**src/rtl/gp_mem_arbiter_pkg.sv**
```systemverilog
// Shared definitions for the graphics-pipeline DRAM arbiter: FSM state
// encodings, requester ids, DRAM command polarity and burst geometry.
package gp_mem_arbiter_pkg;

    // DRAM-side geometry: 31-bit burst address, two 128-bit beats per burst.
    localparam int ADDR_W         = 31;
    localparam int BEAT_W         = 128;
    localparam int MASK_W         = 16;
    localparam int GP_BURST_BEATS = 2;

    // Number of requesters sharing the round-robin tier (GP, FF, LE).
    localparam int RR_N = 3;

    // gp command defines: value driven on af_rnw for each access type.
    localparam logic GP_CMD_RD = 1'b1;
    localparam logic GP_CMD_WR = 1'b0;

    // Arbiter FSM states.
    typedef enum logic [2:0] {
        ST_IDLE   = 3'd0,
        ST_ISSUE  = 3'd1,
        ST_WBEAT2 = 3'd2,
        ST_RBEAT1 = 3'd3,
        ST_RBEAT2 = 3'd4
    } arb_state_t;

    // Requester ids.
    typedef enum logic [1:0] {
        REQ_PF = 2'd0,
        REQ_GP = 2'd1,
        REQ_FF = 2'd2,
        REQ_LE = 2'd3
    } req_id_t;

    // PF and GP are the read clients; FF and LE write.
    function automatic logic is_read(input req_id_t id);
        return (id == REQ_PF) || (id == REQ_GP);
    endfunction

endpackage

```
**src/rtl/gp_mem_arbiter_rr_arb3.sv**
```systemverilog
// Three-way round-robin arbiter. Bit 0 = GP, bit 1 = FF, bit 2 = LE.
// The grant is purely combinational from the current pointer; on i_adv the
// pointer moves to the requester after the one currently granted.
module rr_arb3
    import gp_mem_arbiter_pkg::*;
(
    input  logic            clk,
    input  logic            rst,
    input  logic [RR_N-1:0] i_req,
    input  logic            i_adv,
    output logic [RR_N-1:0] o_gnt
);

    logic [1:0] r_ptr;

    // Pick the first requester at or after the pointer, wrapping around.
    always_comb begin
        o_gnt = '0;
        case (r_ptr)
            2'd0: begin
                if      (i_req[0]) o_gnt = 3'b001;
                else if (i_req[1]) o_gnt = 3'b010;
                else if (i_req[2]) o_gnt = 3'b100;
            end
            2'd1: begin
                if      (i_req[1]) o_gnt = 3'b010;
                else if (i_req[2]) o_gnt = 3'b100;
                else if (i_req[0]) o_gnt = 3'b001;
            end
            2'd2: begin
                if      (i_req[2]) o_gnt = 3'b100;
                else if (i_req[0]) o_gnt = 3'b001;
                else if (i_req[1]) o_gnt = 3'b010;
            end
            default: o_gnt = '0;
        endcase
    end

    // Pointer starts at GP and moves past the winner when the top accepts it.
    always_ff @(posedge clk) begin
        if (rst) begin
            r_ptr <= 2'd0;
        end else if (i_adv) begin
            if      (o_gnt[0]) r_ptr <= 2'd1;
            else if (o_gnt[1]) r_ptr <= 2'd2;
            else if (o_gnt[2]) r_ptr <= 2'd0;
        end
    end

endmodule

```
**src/rtl/gp_mem_arbiter.sv**
```systemverilog
// DRAM arbiter for the graphics pipeline. Four clients share one DRAM
// controller port: PF and GP read, FF and LE write, each as a 2-beat burst.
// PF has priority but is capped at PF_BURST_MAX back-to-back grants while
// anyone else waits; GP/FF/LE share a round-robin tier. Only one burst is
// in flight at a time, so read beats always belong to the latched owner.
module gp_mem_arbiter
    import gp_mem_arbiter_pkg::*;
#(
    parameter int PF_BURST_MAX = 8
) (
    input  logic                clk,
    input  logic                rst,
    // pixel feeder (read)
    input  logic                pf_req,
    input  logic [ADDR_W-1:0]   pf_addr,
    output logic                pf_gnt,
    output logic                pf_rd_valid,
    // command fetch (read)
    input  logic                gp_req,
    input  logic [ADDR_W-1:0]   gp_addr,
    output logic                gp_gnt,
    output logic                gp_rd_valid,
    // frame filler (write)
    input  logic                ff_req,
    input  logic [ADDR_W-1:0]   ff_addr,
    input  logic [2*BEAT_W-1:0] ff_wdata,
    input  logic [2*MASK_W-1:0] ff_wmask,
    output logic                ff_gnt,
    // line engine (write)
    input  logic                le_req,
    input  logic [ADDR_W-1:0]   le_addr,
    input  logic [2*BEAT_W-1:0] le_wdata,
    input  logic [2*MASK_W-1:0] le_wmask,
    output logic                le_gnt,
    // shared read data
    output logic [BEAT_W-1:0]   rd_data,
    // DRAM controller side
    input  logic                af_full,
    input  logic                wdf_full,
    input  logic                rdf_valid,
    input  logic [BEAT_W-1:0]   rdf_dout,
    output logic                af_wr_en,
    output logic                af_rnw,
    output logic [ADDR_W-1:0]   af_addr_din,
    output logic                wdf_wr_en,
    output logic [BEAT_W-1:0]   wdf_din,
    output logic [MASK_W-1:0]   wdf_mask_din,
    output logic                rdf_rd_en
);

    localparam int              CNT_W   = $clog2(PF_BURST_MAX + 1);
    localparam logic [CNT_W-1:0] CNT_MAX = CNT_W'(PF_BURST_MAX);

    arb_state_t          r_state;
    arb_state_t          w_state_nxt;
    req_id_t             r_id;
    req_id_t             w_win_id;
    logic [ADDR_W-1:0]   r_addr;
    logic [BEAT_W-1:0]   r_wdata_hi;
    logic [MASK_W-1:0]   r_wmask_hi;
    logic [CNT_W-1:0]    r_pf_cnt;

    logic                w_any_req;
    logic                w_others;
    logic                w_pf_wins;
    logic                w_latch;
    logic                w_rr_adv;
    logic [RR_N-1:0]     w_rr_req;
    logic [RR_N-1:0]     w_rr_gnt;
    logic [ADDR_W-1:0]   w_win_addr;
    logic [BEAT_W-1:0]   w_win_wdata_hi;
    logic [MASK_W-1:0]   w_win_wmask_hi;
    logic [BEAT_W-1:0]   w_wdata_lo;
    logic [MASK_W-1:0]   w_wmask_lo;
    logic                w_gnt_any;
    logic                w_rd_beat;

    assign w_any_req = pf_req | gp_req | ff_req | le_req;
    assign w_others  = gp_req | ff_req | le_req;
    assign w_rr_req  = {le_req, ff_req, gp_req};

    // PF loses only once it has used up its burst allowance and someone waits.
    assign w_pf_wins = pf_req && !((r_pf_cnt == CNT_MAX) && w_others);
    assign w_latch   = (r_state == ST_IDLE) && w_any_req;
    assign w_rr_adv  = (r_state == ST_IDLE) && w_others && !w_pf_wins;

    rr_arb3 u_rr (
        .clk   (clk),
        .rst   (rst),
        .i_req (w_rr_req),
        .i_adv (w_rr_adv),
        .o_gnt (w_rr_gnt)
    );

    // Winner selection and the request fields that travel with it.
    always_comb begin
        w_win_id = REQ_PF;
        if (!w_pf_wins) begin
            if      (w_rr_gnt[1]) w_win_id = REQ_FF;
            else if (w_rr_gnt[2]) w_win_id = REQ_LE;
            else                  w_win_id = REQ_GP;
        end
        case (w_win_id)
            REQ_PF:  w_win_addr = pf_addr;
            REQ_GP:  w_win_addr = gp_addr;
            REQ_FF:  w_win_addr = ff_addr;
            default: w_win_addr = le_addr;
        endcase
        w_win_wdata_hi = (w_win_id == REQ_LE) ? le_wdata[2*BEAT_W-1:BEAT_W] : ff_wdata[2*BEAT_W-1:BEAT_W];
        w_win_wmask_hi = (w_win_id == REQ_LE) ? le_wmask[2*MASK_W-1:MASK_W] : ff_wmask[2*MASK_W-1:MASK_W];
    end

    // Beat 0 is taken live: the writer holds its data until it sees gnt.
    assign w_wdata_lo = (r_id == REQ_LE) ? le_wdata[BEAT_W-1:0] : ff_wdata[BEAT_W-1:0];
    assign w_wmask_lo = (r_id == REQ_LE) ? le_wmask[MASK_W-1:0] : ff_wmask[MASK_W-1:0];

    // State register and owner id.
    always_ff @(posedge clk) begin
        if (rst) begin
            r_state <= ST_IDLE;
            r_id    <= REQ_PF;
        end else begin
            r_state <= w_state_nxt;
            if (w_latch) r_id <= w_win_id;
        end
    end

    // Capture address and beat-1 payload when the winner is chosen.
    always_ff @(posedge clk) begin
        if (w_latch) begin
            r_addr     <= w_win_addr;
            r_wdata_hi <= w_win_wdata_hi;
            r_wmask_hi <= w_win_wmask_hi;
        end
    end

    // PF back-to-back grant counter: saturating, cleared by any other grant.
    always_ff @(posedge clk) begin
        if (rst) begin
            r_pf_cnt <= '0;
        end else if (w_gnt_any) begin
            if (r_id == REQ_PF) begin
                if (r_pf_cnt != CNT_MAX) r_pf_cnt <= r_pf_cnt + CNT_W'(1);
            end else begin
                r_pf_cnt <= '0;
            end
        end
    end

    // Next-state and DRAM-side strobes; everything idles at 0 and under rst.
    always_comb begin
        w_state_nxt  = r_state;
        w_gnt_any    = 1'b0;
        w_rd_beat    = 1'b0;
        af_wr_en     = 1'b0;
        af_rnw       = 1'b0;
        af_addr_din  = '0;
        wdf_wr_en    = 1'b0;
        wdf_din      = '0;
        wdf_mask_din = '0;
        rdf_rd_en    = 1'b0;
        if (!rst) begin
            case (r_state)
                ST_IDLE: begin
                    if (w_any_req) w_state_nxt = ST_ISSUE;
                end
                ST_ISSUE: begin
                    if (is_read(r_id)) begin
                        if (!af_full) begin
                            af_wr_en    = 1'b1;
                            af_rnw      = GP_CMD_RD;
                            af_addr_din = r_addr;
                            w_gnt_any   = 1'b1;
                            w_state_nxt = ST_RBEAT1;
                        end
                    end else if (!af_full && !wdf_full) begin
                        // Command and first beat go in together so the
                        // controller never sees a write without its data.
                        af_wr_en     = 1'b1;
                        af_rnw       = GP_CMD_WR;
                        af_addr_din  = r_addr;
                        wdf_wr_en    = 1'b1;
                        wdf_din      = w_wdata_lo;
                        wdf_mask_din = w_wmask_lo;
                        w_gnt_any    = 1'b1;
                        w_state_nxt  = ST_WBEAT2;
                    end
                end
                ST_WBEAT2: begin
                    if (!wdf_full) begin
                        wdf_wr_en    = 1'b1;
                        wdf_din      = r_wdata_hi;
                        wdf_mask_din = r_wmask_hi;
                        w_state_nxt  = ST_IDLE;
                    end
                end
                ST_RBEAT1: begin
                    rdf_rd_en = rdf_valid;
                    w_rd_beat = rdf_valid;
                    if (rdf_valid) w_state_nxt = ST_RBEAT2;
                end
                ST_RBEAT2: begin
                    rdf_rd_en = rdf_valid;
                    w_rd_beat = rdf_valid;
                    if (rdf_valid) w_state_nxt = ST_IDLE;
                end
                default: w_state_nxt = ST_IDLE;
            endcase
        end
    end

    assign pf_gnt      = w_gnt_any && (r_id == REQ_PF);
    assign gp_gnt      = w_gnt_any && (r_id == REQ_GP);
    assign ff_gnt      = w_gnt_any && (r_id == REQ_FF);
    assign le_gnt      = w_gnt_any && (r_id == REQ_LE);
    assign pf_rd_valid = w_rd_beat && (r_id == REQ_PF);
    assign gp_rd_valid = w_rd_beat && (r_id == REQ_GP);
    assign rd_data     = rst ? '0 : rdf_dout;

endmodule

```
**config.mk**
```make
export PLATFORM = sky130hd
export DESIGN_NAME = gp_mem_arbiter
export DESIGN_NICKNAME = d
export VERILOG_FILES = /design/src/rtl/gp_mem_arbiter_pkg.sv /design/src/rtl/gp_mem_arbiter_rr_arb3.sv /design/src/rtl/gp_mem_arbiter.sv
export SDC_FILE = /design/constraint.sdc
export NUM_CORES = 1
export LEC_CHECK = 0
export CELL_PAD_IN_SITES_DETAIL_PLACEMENT = 1
export CELL_PAD_IN_SITES_GLOBAL_PLACEMENT = 1
export CORE_AREA = 2 2 454 456
export CTS_BUF_LIST = sky130_fd_sc_hd__clkbuf_16
export CTS_CLUSTER_DIAMETER = 150
export DETAILED_ROUTE_END_ITERATION = 10
export DIE_AREA = 0 0 456 458
export PLACE_DENSITY = 0.32
export SLEW_MARGIN = 40
export SYNTH_ARGS = -nofsm -noshare
export SYNTH_HDL_FRONTEND = slang
export SYNTH_HIERARCHICAL = 1
export SYNTH_SLANG_ARGS = --single-unit
```
**constraint.sdc**
```tcl
create_clock -name clk -period 6.5 [get_ports clk]
set_clock_uncertainty 0.15 [all_clocks]
set_input_delay 1.3 -clock clk [delete_from_list [all_inputs] [get_ports clk]]
set_output_delay 1.3 -clock clk [all_outputs]
set_load 0.005 [all_outputs]
```
* After elaboration in Yosys (flattened, before gate mapping)
Cells that the tools add are included.
** Word-level totals
- Bits in registers :: 186
- Input bits :: 837
- Output and inout bits :: 313
- Word-level logic and storage cells :: 121
** Cells by class
- Add/subtract/negate cells :: 1
- Eq/ne operators :: 21
- Mux-type cells :: 61
- Bitwise gates (word level) :: 5
- Reduce and logical (&&, ||, !) cells :: 26
** Operators by type and width (count)
- $mux W128 :: 7
- $pmux W128 S2 :: 1
- $mux W31 :: 5
- $mux W16 :: 6
- $pmux W31 S3 :: 1
- $mux W3 :: 14
- $pmux W16 S2 :: 1
- $pmux W3 S5 :: 1
- $mux W1 :: 14
- $mux W2 :: 7
- $logic_and A1 B1 Y1 :: 12
- $eq A2 B2 Y1 const B :: 5
- $ne A2 B2 Y1 const B :: 5
- $pmux W3 S3 :: 1
- $mux W4 :: 2
- $eq A2 B1 Y1 const B :: 3
- $eq A3 B2 Y1 const B :: 2
- $logic_not A2 Y1 :: 3
- $ne A3 B3 Y1 const B :: 2
- $reduce_and A6 Y1 :: 1
- $or A1 B1 Y1 :: 5
- $add A4 B1 Y4 const B :: 1
- $eq A4 B4 Y1 const B :: 1
- $logic_not A1 Y1 :: 4
- other kinds (9) :: 10

* Logic depth before layout (Yosys ltp)
Gate-level depths: netlist (run 1).
- Depth in word-level cells :: 9
- Mapped depth :: 9
- Depth with buffers taken out :: 8

* Cells and area by module
The synthesis (run 1) kept the hierarchy.
** Modules (own cells, without submodules)
- gp_mem_arbiter :: instances 1, cells an instance 1517, area an instance 13481.7 um^2, seq. area each 5435.2 um^2
- rr_arb3 :: instances 1, cells an instance 22, area an instance 180.2 um^2, seq. area each 40.0 um^2

* Least setup slack after synthesis (run 1)
OpenSTA, ideal clock, no wires.
- Path kind :: input-to-reg
- From :: input port pf_req
- To :: register r_addr[0] (enable)
- Setup time :: 529 ps
- Arrival time :: 4916 ps
- Data required time :: 5821 ps
- Path slack :: 906 ps
- Cell stages on the path :: 3
- Buffers on the path :: 0
- Cell sequence :: or4_1 -> nand2_1 -> inv_1
** On the way
- Cells in the longest elaborated chain, start to end :: 4
** Ends and longest elaborated chain
- from (decl) :: line gp_mem_arbiter.sv:14 : input logic pf_req,
- $or A1 B1 Y1 (3 in a row) :: line gp_mem_arbiter.sv:78 : assign w_any_req = pf_req | gp_req | ff_req | le_req;
- $logic_and A1 B1 Y1 :: line gp_mem_arbiter.sv:84 : assign w_latch = (r_state == ST_IDLE) && w_any_req;
- named net w_latch :: line gp_mem_arbiter.sv:66 : logic w_latch;
- to (signal assigned) :: line gp_mem_arbiter.sv:131 : r_addr <= w_win_addr;
- to (decl) :: line gp_mem_arbiter.sv:58 : logic [ADDR_W-1:0] r_addr;
The timed path passes the listed nets, and every way through them passes these cells.
A chain may end at the register's enable or synchronous reset.

* Final worst setup path (run 1)
- From :: input port af_full
- To :: output port wdf_mask_din[14]
** On the way
- Cells in the longest elaborated chain, start to end :: 6
** Ends and longest elaborated chain
- from (decl) :: line gp_mem_arbiter.sv:38 : input logic af_full,
- $logic_not A1 Y1 :: line gp_mem_arbiter.sv:176 : end else if (!af_full && !wdf_full) begin
- $logic_and A1 B1 Y1 :: line gp_mem_arbiter.sv:176
- $mux W16 :: line gp_mem_arbiter.sv:176
- $mux W16 :: line gp_mem_arbiter.sv:168 : if (is_read(r_id)) begin
- $pmux W16 S2 :: line gp_mem_arbiter.sv:163 : case (r_state)
- $mux W16 :: line gp_mem_arbiter.sv:162 : if (!rst) begin
- to (decl) :: line gp_mem_arbiter.sv:47 : output logic [MASK_W-1:0] wdf_mask_din,
Every way passes these cells.

==> results.toml, run 1 <==
[global_routing]
grt_pass1_wl_um = 179300
antenna_found_initial = 45
grt_use_total_pct = 12.98
grt_max_degree = 130
grt_overflow = 0
grt_pass1_vias = 17600

[sta]
setup-tns-final_ns = 0
finalHoldViolations = 0
finalSetupViolCount = 0
post-route-min-period_ns = 5.732
max_freq_mhz = 174.5
worst_slack_ns = 0.7683
max_slew.worst_pin.slew_ns = 0.8361
whs_ns = 0.3762
rsz0062_at_grt = "false"
finalCritPeriodShare_pct = 88.18
slew_headroom_pct = 44.26
slew_violations = 0

[floorplan]
die_w_um = 456
start_util_pct = 6.697
core_um2 = 203800
core.rowCount = 166
die_h_um = 458
die-area_um2 = 208800
ios = 1150

[worst_setup_path]
cp_data_arrival_time_ns = 4.28
cp_max_fo = 45
crit_start = "af_full"
critPathKind = "in2out"
r2r-start = "r_pf_cnt[0]"
startpoint_type = "primary input"
endpoint_kind = "primary output"
worstPathRequired_ns = 5.05

[placement]
place.gp.congestion = 0.8346
portBuffers = 1149
hpwl_um = 116800
dp_worst_setup_slack_ns = 0.5826

[drt]
drc = 0
wl_um = 139600
ant_nets = 0
num_vias = 16240
dr.pass1.iters = 5
initialDrtViolationCount = 837
via_per_inst = 3.045
wl_per_cell_um = 26.18

[cts]
cts_resized = 0
cts_root_buf = "clkbuf_16"
clock_sinks = 186
cts_buffer_depth = 2
cts.clk_slew.worst_paths_ns = 0.09
cts_buffers = 17
cts_hold_buf = 0
tritoncts = "built"
htree_levels = 4
clock_latency_ns = 0.56
post_cts_buffers = 0

[run]
cap_violations = 0

[final_layout]
fin_nets = 3468
syn_to_final_growth_pct = 113.1
drive_gt1_share_pct = 9.538
layout_common_cells = "clkdlybuf4s50_1 (1145), nand2_1 (468), edfxtp_1 (175)"
utilization_pct = 14.27
layout_commonest_cell = "clkdlybuf4s50_1"

[power]
vdd_drop_max_mv = 0.2529
leakage_nw = 9.373
powerDensity_nw_per_um2 = 140.2
p_total_mw = 4.077

[synth]
syn_inst = 1536
syn-num-nets = 2375
postSynthAreaPerCell_um2 = 8.883
yosysWarningCount = 6
syn_area_um2 = 13640

[hold_path]
hold_path_class = "reg2reg"
worstHoldStart = "r_pf_cnt[1]"

[status]
outcome = "completed"
==> per-layer routing <==
metal  vias up  part of all wire [%]  track usage, %
met5         -                 0.089               0
met2       576                    53           24.37
met4        18                  0.92           1.749
li1       7534                     -               -
met3        82                   5.5           3.454
met1      8031                    40           14.85
==> where the power goes <==
part | leakage (nW) | switching [mW] | internal, mW
registers | 1.82 | 0.0583 | 1.52
clock network | 0.292 | 0.654 | 0.606
logic | 7.26 | 0.529 | 0.713
==> path summary, 6_finish.rpt <==
check                           slack, ns                to  cells after the start
worst max-delay path                 0.77  wdf_mask_din[14]                      9
worst max register to register       3.51        r_addr[21]                      8
worst min register to register       0.38       r_pf_cnt[1]                      2
worst min-delay path                 0.38       r_pf_cnt[1]                      2
==> registers in the layout, summed over array words and instances, names as in the netlist <==
register	count
r_addr	31
r_wdata_hi	128
r_pf_cnt	4
r_state	3
r_wmask_hi	16
u_rr/r_ptr	2
r_id	2
==> cell type report <==
type | instances | area, µm²
fill | 23850 | 174700
timing repair buffer | 1210 | 12090
multi-input combinational | 1207 | 7505
sequential | 186 | 5475
tap | 2688 | 3363
clock buffer | 17 | 425.4
clock inverter | 15 | 173.9
inverter | 7 | 33.78
antenna | 4 | 10.01
==> through the flow <==
stage          cells  instance area (µm²)
3_3_place_gp    5297                28440
3_5_place_dp    5298                28460
4_1_cts         5330                29060
2_1_floorplan   1536                13640
6_report        5334                29070
5_1_grt         5331                29070
==> critical path, cell delays in order <==
cell,delay [ns]
clkdlybuf4s50_1,0.45
nor2_1,0.28
nand4b_1,0.21
buf_12,0.24
buf_4,0.29
a21o_1,0.20
a21oi_1,0.50
buf_4,0.21
clkdlybuf4s50_1,0.52
Note: power is estimated with default switching activity, not from simulation.
==> run 2, diff against run 1 <==
--- a/config.mk
+++ b/config.mk
@@ -7,12 +7,13 @@
 export LEC_CHECK = 0
 export CELL_PAD_IN_SITES_DETAIL_PLACEMENT = 1
 export CELL_PAD_IN_SITES_GLOBAL_PLACEMENT = 1
-export CORE_AREA = 2 2 454 456
+export CORE_AREA = 2 2 444 446
 export CTS_BUF_LIST = sky130_fd_sc_hd__clkbuf_16
 export CTS_CLUSTER_DIAMETER = 150
 export DETAILED_ROUTE_END_ITERATION = 10
-export DIE_AREA = 0 0 456 458
-export PLACE_DENSITY = 0.32
+export DIE_AREA = 0 0 446 448
+export DONT_BUFFER_PORTS = 1
+export PLACE_DENSITY = 0.3
 export SLEW_MARGIN = 40
 export SYNTH_ARGS = -nofsm -noshare
 export SYNTH_HDL_FRONTEND = slang
==> run 2 against run 1 <==
Compared with the run above:
- die area decreased by 4.3%
- setup slack better by 0.74 ns
- maximum frequency increased by 15%
- sequential power hardly changed
- cell count fell by 24%
- flip-flop and latch count did not move
- non-clock buffer count fell by 1145
- cell area is 40% lower
==> results.toml, run 2 (synthesis gave the netlist of run 1 again) <==
[status]
outcome = "completed"

[drt]
ant_nets = 0
num_vias = 12120
initialDrtViolationCount = 832
wl_um = 105200
wl_per_cell_um = 25.96
dr.pass1.iters = 6
drc = 0
via_per_inst = 2.992

[floorplan]
core.rowCount = 162
ios = 1150
core_um2 = 194600
die-area_um2 = 199800
start_util_pct = 7.012
die_h_um = 448
die_w_um = 446

[sta]
worst_slack_ns = 1.508
finalCritPeriodShare_pct = 76.80
post-route-min-period_ns = 4.992
rsz0062_at_grt = "false"
setup-tns-final_ns = 0
max_freq_mhz = 200.3
slew_violations = 0
slew_headroom_pct = 46.90
finalSetupViolCount = 0
finalHoldViolations = 0
whs_ns = 0.3771
max_slew.worst_pin.slew_ns = 0.7965

[placement]
place_area_um2 = 16790
dp_worst_setup_slack_ns = 1.451
portBuffers = 0
hpwl_um = 88700
place.gp.congestion = 0.9659

[global_routing]
grtUsageMet2_pct = 17.54
grt_util_met3_pct = 2.425
grt_overflow = 0
gr-max-usage-layer = "met2"
antenna_found_initial = 38
grt_use_total_pct = 9.932
grt_max_degree = 146
grt_use_met1_pct = 11.91
grt_pass1_vias = 12310
grt_pass1_wl_um = 129800

[cts]
cts_resized = 0
htree_levels = 4
cts_hold_buf = 0
clock_sinks = 186
cts_buffer_depth = 2
cts_buffers = 17
cts.clk_slew.worst_paths_ns = 0.10
tritoncts = "built"
clock_latency_ns = 0.54
cts_root_buf = "clkbuf_16"
post_cts_buffers = 0

[hold_path]
hold_path_class = "reg2reg"
worstHoldStart = "r_pf_cnt[1]"

[final_layout]
multiInputGateArea_um2 = 7548
layout_common_cells = "nand2_1 (468), edfxtp_1 (175), a21oi_1 (145)"
fillers = 23030
drive_gt1_share_pct = 17.84
utilization_pct = 8.946
syn_to_final_growth_pct = 27.58
fin_area_um2 = 17410
ff_latch_area_um2 = 5475
top_register = "r_wdata_hi"
fin_nets = 2323
reg_top3 = "r_wdata_hi x128, r_addr x31, r_wmask_hi x16"
layout_commonest_cell = "nand2_1"
largest_reg_flops = 128

[worst_setup_path]
cp_top_family = "flip-flops"
crit_slowest_cell = "dfxtp_1"
cp_max_fo = 37
worstPathRequired_ns = 5.05
startpoint_type = "register"
path_cells = "and2_4 -> buf_4 -> nand2_1 -> a21o_1 -> a21oi_1 -> buf_4"
endpoint_kind = "primary output"
max_stage_delay_ns = 0.79
critPathKind = "reg2out"
cp_data_arrival_time_ns = 3.54
crit_start = "r_id[1]"
crit_top_cell = "buf_4"
critPathBufInv = 2
r2r-start = "r_pf_cnt[0]"

[power]
leakage_nw = 5.002
vdd_drop_max_mv = 0.2231
powerDensity_nw_per_um2 = 189.3

[run]
cap_violations = 0
run 2: cell types whose count changed in the layout (fill, tap and decap cells not counted), sizes merged:
cell,delta
clkdlybuf4s50,-1145
inv,+7
clkinvlp,-1
bufinv,-3
clkinv,-3
diode,+9
run 2: power breakdown:
part	internal (mW)	switching (mW)
Combinational	0.185	0.391
Clock	0.497	0.621
Sequential	1.52	0.0835
run 2: per-stage QoR:
stage	total power, mW	cells
2_1_floorplan	1.968	1536
3_3_place_gp	2.233	4005
3_5_place_dp	2.223	4005
4_1_cts	3.406	4037
5_1_grt	3.473	4048
6_report	3.295	4052
run 2: area by class of cell:
cell class	count	area share, %
Multi-Input combinational cell	1207	43.36
Clock buffer	17	2.444
Inverter	7	0.1941
Antenna cell	13	0.1869
Clock inverter	15	0.6469
Timing Repair Buffer	65	3.443
Sequential cell	186	31.45
Tap cell	2542	18.27
run 2: tightest hold or removal path, stage by stage (launching register included):
cell and delay (ns):
dfxtp_1 0.34, nand2b_1 0.07, o21ai_0 0.07
run 2: path summary, 6_finish.rpt:
kind,endpoint,slack (ns),cells after the start
setup / recovery,wdf_din[51],1.51,6
hold reg to reg,r_pf_cnt[1],0.38,2
setup reg to reg,r_wdata_hi[48],3.36,9
hold / removal,r_pf_cnt[1],0.38,2
run 2: layer usage:
| layer | vias up | wire, µm |
|---|---|---|
| li1 | 5244 | - |
| met1 | 6154 | 42220 |
| met2 | 621 | 54950 |
| met3 | 85 | 6323 |
| met4 | 18 | 1595 |
| met5 | - | 120 |
